File: src/rtl/branch_resolution_unit_pkg.sv
// Shared definitions for the branch resolution unit: branch opcode, the IF->ID
// prediction metadata record and the recovery FSM states.
package branch_resolution_unit_pkg;

    localparam logic [6:0]  BRANCH_OPC = 7'b1100011;
    localparam int unsigned META_PC_W  = 64;

    typedef struct packed {
        logic                 v;
        logic [META_PC_W-1:0] pc;
        logic                 ptaken;
        logic [META_PC_W-1:0] ptarget;
    } meta_t;

    typedef enum logic [0:0] {
        RUN     = 1'b0,
        RECOVER = 1'b1
    } bru_state_t;

endpackage

File: src/rtl/branch_resolution_unit_sat_counter.sv
// Saturating event counter: counts up on inc and sticks at all-ones.
module sat_counter #(
    parameter int unsigned W = 32
) (
    input  logic         clk,
    input  logic         arst_n,
    input  logic         inc,
    output logic [W-1:0] count
);

    always_ff @(posedge clk or negedge arst_n) begin
        if (!arst_n) begin
            count <= '0;
        end else if (inc && (count != '1)) begin
            count <= count + W'(1);
        end
    end

endmodule

File: src/rtl/branch_resolution_unit.sv
// Compares the prediction carried from IF with the branch outcome resolved in ID;
// flushes/redirects on mispredict, drives the predictor update port and counters.
module branch_resolution_unit
    import branch_resolution_unit_pkg::*;
#(
    parameter int unsigned PC_W  = 64,
    parameter int unsigned CNT_W = 32
) (
    input  logic             clk,
    input  logic             arst_n,
    input  logic             if_valid,
    input  logic [PC_W-1:0]  if_pc,
    input  logic             if_pred_taken,
    input  logic [PC_W-1:0]  if_pred_target,
    input  logic             stall,
    input  logic [6:0]       id_opcode,
    input  logic             id_taken,
    input  logic [PC_W-1:0]  id_target,
    output logic             flush,
    output logic [PC_W-1:0]  redirect_pc,
    output logic             upd_valid,
    output logic             upd_correct,
    output logic [PC_W-1:0]  upd_pc,
    output logic [CNT_W-1:0] br_count,
    output logic [CNT_W-1:0] mp_count
);

    meta_t           meta;
    bru_state_t      state;

    logic            resolve;
    logic            is_br;
    logic            mispredict;
    logic [PC_W-1:0] meta_pc;
    logic [PC_W-1:0] meta_ptarget;
    logic [PC_W-1:0] seq_pc;
    logic [PC_W-1:0] fix_pc;

    always_comb begin
        meta_pc      = meta.pc[PC_W-1:0];
        meta_ptarget = meta.ptarget[PC_W-1:0];
        seq_pc       = meta_pc + PC_W'(4);
        resolve      = meta.v & ~stall & (state == RUN);
        is_br        = (id_opcode == BRANCH_OPC);
        mispredict   = 1'b0;
        fix_pc       = '0;
        if (is_br) begin
            if (meta.ptaken && !id_taken) begin
                mispredict = 1'b1;
                fix_pc     = seq_pc;
            end else if (!meta.ptaken && id_taken) begin
                mispredict = 1'b1;
                fix_pc     = id_target;
            end else if (meta.ptaken && id_taken && (meta_ptarget != id_target)) begin
                mispredict = 1'b1;
                fix_pc     = id_target;
            end
        end else if (meta.ptaken) begin
            // BTB alias hit on a non-branch: fall through to the sequential PC
            mispredict = 1'b1;
            fix_pc     = seq_pc;
        end
    end

    assign flush       = resolve & mispredict;
    assign redirect_pc = flush ? fix_pc : '0;
    assign upd_valid   = resolve & is_br;
    assign upd_correct = upd_valid & ~mispredict;
    assign upd_pc      = meta_pc;

    always_ff @(posedge clk or negedge arst_n) begin
        if (!arst_n) begin
            meta <= '0;
        end else if (!stall) begin
            meta.v       <= if_valid & ~flush;
            meta.pc      <= META_PC_W'(if_pc);
            meta.ptaken  <= if_pred_taken;
            meta.ptarget <= META_PC_W'(if_pred_target);
        end
    end

    // RECOVER masks the slot behind a redirect so it cannot resolve a second time
    always_ff @(posedge clk or negedge arst_n) begin
        if (!arst_n) begin
            state <= RUN;
        end else begin
            case (state)
                RUN:     if (flush)  state <= RECOVER;
                RECOVER: if (!stall) state <= RUN;
                default:             state <= RUN;
            endcase
        end
    end

    sat_counter #(.W(CNT_W)) u_br_cnt (
        .clk    (clk),
        .arst_n (arst_n),
        .inc    (upd_valid),
        .count  (br_count)
    );

    sat_counter #(.W(CNT_W)) u_mp_cnt (
        .clk    (clk),
        .arst_n (arst_n),
        .inc    (flush & is_br),
        .count  (mp_count)
    );

endmodule

File: config.mk
export PLATFORM = sky130hd
export DESIGN_NAME = branch_resolution_unit
export DESIGN_NICKNAME = d
export VERILOG_FILES = /design/src/rtl/branch_resolution_unit_pkg.sv /design/src/rtl/branch_resolution_unit_sat_counter.sv /design/src/rtl/branch_resolution_unit.sv
export SDC_FILE = /design/constraint.sdc
export NUM_CORES = 1
export LEC_CHECK = 0
export ABC_CLOCK_PERIOD_IN_PS = 2500
export BUFFER_PORTS_ARGS = -buffer_cell sky130_fd_sc_hd__buf_2
export CORE_UTILIZATION = 30
export CTS_CLUSTER_SIZE = 16
export DETAILED_ROUTE_END_ITERATION = 12
export GPL_TIMING_DRIVEN = 1
export PLACE_DENSITY = 0.64
export SLEW_MARGIN = 40
export SYNTH_ARGS = -nofsm -noshare
export SYNTH_HDL_FRONTEND = slang
export SYNTH_HIERARCHICAL = 1
export SYNTH_SLANG_ARGS = --single-unit
File: constraint.sdc
create_clock -name clk -period 2.5 [get_ports clk]
set_input_delay 0.25 -clock clk [delete_from_list [all_inputs] [get_ports clk]]
set_output_delay 0.25 -clock clk [all_outputs]
set_load 0.005 [all_outputs]
==> results_dict.tcl <==
set metrics [dict create \
    die_x_um 199 \
    post-route-period-util_pct 120 \
    fillCellCount 3635 \
    start_util_pct 30.6 \
    cts_buffer_depth 2 \
    hold_violations 0 \
    route.final.wire_length_mm 45.0 \
    clock-sinks 195 \
    setup_viol 97 \
    grt_pass1_wl_mm 66.0 \
    power_mw 8.24 \
    dpl.hpwl_mm 34.8 \
    skew_ns 0.0117 \
    critPathLaunchType "flip-flop" \
    syn_nets 1331 \
    drc 0 \
    clk_pin_slew_ns 0.08 \
    fmax_mhz 333 \
    slew_headroom_pct 49.5 \
    drtPass1Iterations 5 \
    power_leakage_nw 7.52 \
    fin_tns_setup_ns -34.29 \
    dominantRegCellSynth "dfrtp_1" \
    rsz0062_at_grt "yes" \
    synth_edf_count 0 \
    dieHeight_um 199 \
    gp_congestion 0.881 \
    synth_seq_cells 195 \
    dpl.cell_count 2069 \
    outcome "complete, but fails checks" \
    ys_seq_area_share_pct 42.1 \
    ant_nets 0 \
    setup_slack_ns -0.504 \
    cts-root-buf "clkbuf_16" \
    fin_nets 1852 \
    grt_usage_pct 22.7 \
    synthCells 1123 \
    yosys_warnings 6 \
    power_density_nw_per_um2 499 \
    antenna_found_initial 15 \
    drt-initial-drc-count 441 \
    crit_fanout 15 \
    rows 71 \
    design_area_um2 16500 \
    synth-async-reset-ratio_pct 100 \
    io_buffers 399 \
    grt.overflow.total 0 \
    synth_cell_type_count 53 \
    drive_above_1_share_pct 48.8 \
    place_area_um2 14900 \
    fp.coreArea_um2 37800 \
    avgSynthCellArea_um2 10.3 \
    synthesis.area_um2 11600 \
    violations "negative setup slack" \
    drv_cap 0 \
    grt_pass1_vias 10800 \
    io_pins 400 \
    report.final.slew_viol_count 0 \
    cts_buffers 17 \
    htreeDepth 4 \
    seq_area_um2 4880 \
    multi_input_area_um2 6300 \
    grt_max_degree 96 \
    vias_per_cell 4.93 \
    period_needed_ns 3.00 \
    tightest_slew_ns 0.754 \
    hold_slack_ns 0.0264 \
    die_area_um2 39400 \
    hold_path_class "in2reg" \
    stdcell_count 2175 \
    syn2layout_area_growth_pct 42.4 \
    num_vias 10700 \
    cts_tree "done" \
    wire_per_inst_um 20.7 \
    worstSetupPathType "reg2out" \
    clock_latency_ns 0.46 \
    crit_path_end_kind "output pin" \
    crit_arrival_ns 2.75 \
    required_ns 2.25 \
    ir_drop_v 0.000452 \
]
==> cell families (layout without fill, tap and decap cells) <==
group	count (synthesis)	after routing	synth area share (%)
AO/OA/AOI/OAI	118	118	7.53
XOR/XNOR	160	160	12.1
adder cells (fa/ha/maj)	3	3	0.324
buffers and inverters	129	663	6.57
flip-flops	195	195	42.1
multiplexers	133	133	12.9
other	0	7	0
AND/OR/NAND/NOR	385	385	18.5
==> cell type report <==
class                           count  area share [%]
Multi-Input combinational cell    799            38.2
Inverter                           18           0.409
Timing Repair Buffer              613            24.1
Tap cell                          511            3.87
Clock inverter                     15            1.17
Antenna cell                        7           0.106
Sequential cell                   195            29.6
Clock buffer                       17            2.58
==> cells in the mapped netlist, types with 10 or more instances <==
cell type | instances | share of area, %
a211oi_1 | 29 | 1.9
a21oi_1 | 20 | 0.86
a22oi_1 | 10 | 0.65
and3_1 | 13 | 0.70
and4_1 | 13 | 0.98
buf_4 | 65 | 4.2
clkbuf_1 | 33 | 1.1
dfrtp_1 | 195 | 42
inv_1 | 18 | 0.58
mux2_2 | 131 | 13
nand2_1 | 75 | 2.4
nand3_1 | 59 | 2.5
nand4_1 | 55 | 3.0
nor2_1 | 78 | 2.5
nor2b_1 | 10 | 0.54
nor3_1 | 14 | 0.60
nor4_1 | 25 | 1.3
o21ai_0 | 13 | 0.56
o31a_1 | 13 | 0.98
xnor2_1 | 129 | 9.7
xor2_1 | 31 | 2.3
==> per-stage QoR <==
step           setup WS [ns]  utilization [%]
5_1_grt               -0.614             43.6
3_3_place_gp          -0.543             39.3
2_1_floorplan        0.00113                -
4_1_cts               -0.554             43.1
3_5_place_dp          -0.547             39.3
6_report              -0.504             43.6
==> metal layers <==
| metal | routed length [µm] | part of all wire (%) | track usage (%) | vias to the layer above |
|---|---|---|---|---|
| met3 | 3120 | 6.9 | 5.70 | 54 |
| met5 | 97 | 0.22 | 0 | - |
| met2 | 22600 | 50 | 39.5 | 446 |
| met1 | 18300 | 41 | 27.2 | 5213 |
| met4 | 903 | 2.0 | 7.41 | 14 |
| li1 | - | - | - | 5003 |
==> registers in the layout, indices dropped and copies added, names as in the netlist <==
name	flops
u_br_cnt/count	32
state	1
upd_pc	64
meta	2
meta_ptarget	64
u_mp_cnt/count	32
==> layout by cell type, fill, tap and decap left out, types with 13 or more instances in the layout <==
cell type        n
dfrtp_1        195
xnor2_1        118
inv_1           18
nand3_1         49
a21oi_1         17
buf_2          396
and4_1          13
clkbuf_16       17
nor2_1          75
buf_4          135
nand4_1         55
dlygate4sd3_1   58
nor4_1          20
nand2_1         72
buf_12          15
o31a_1          13
a211oi_1        29
mux2_2         130
xor2_1          31
==> worst max-delay path, cell delays in order, from the launching register on <==
cell      delay [ns]
dfrtp_1         0.39
nor2b_4         0.12
a2111o_1        0.41
nor4_4          0.29
nand4_1         0.18
buf_4           0.18
o21ai_4         0.15
buf_12          0.18
buf_12          0.16
a211oi_1        0.07
buf_2           0.15
==> power breakdown <==
group	internal (mW)	switching, mW
Clock	1.61	1.41
Combinational	0.885	0.796
Sequential	3.37	0.179
==> worst paths after layout <==
kind                                    start                  to  slack [ns]  cells past startpoint
max                          meta_ptarget[33]     redirect_pc[37]       -0.50                     10
min                        if_pred_target[20]    meta_ptarget[20]        0.03                      2
max reg2reg                  meta_ptarget[33]  u_mp_cnt/count[15]       -0.25                     12
min reg2reg                u_mp_cnt/count[31]  u_mp_cnt/count[31]        0.50                      1
max in group asynchronous              arst_n  u_br_cnt/count[19]        1.43                      3
min in group asynchronous              arst_n  u_mp_cnt/count[16]        0.31                      2
==> timing repair <==
action	CTS	global route
endpoints found under the hold margin	107	0
endpoints found under the setup margin	100	98
gates resized for setup	39	22
hold buffers	58	0
pin swaps	28	17
buffers inserted	6	3
(Power assumes the default switching activity.)
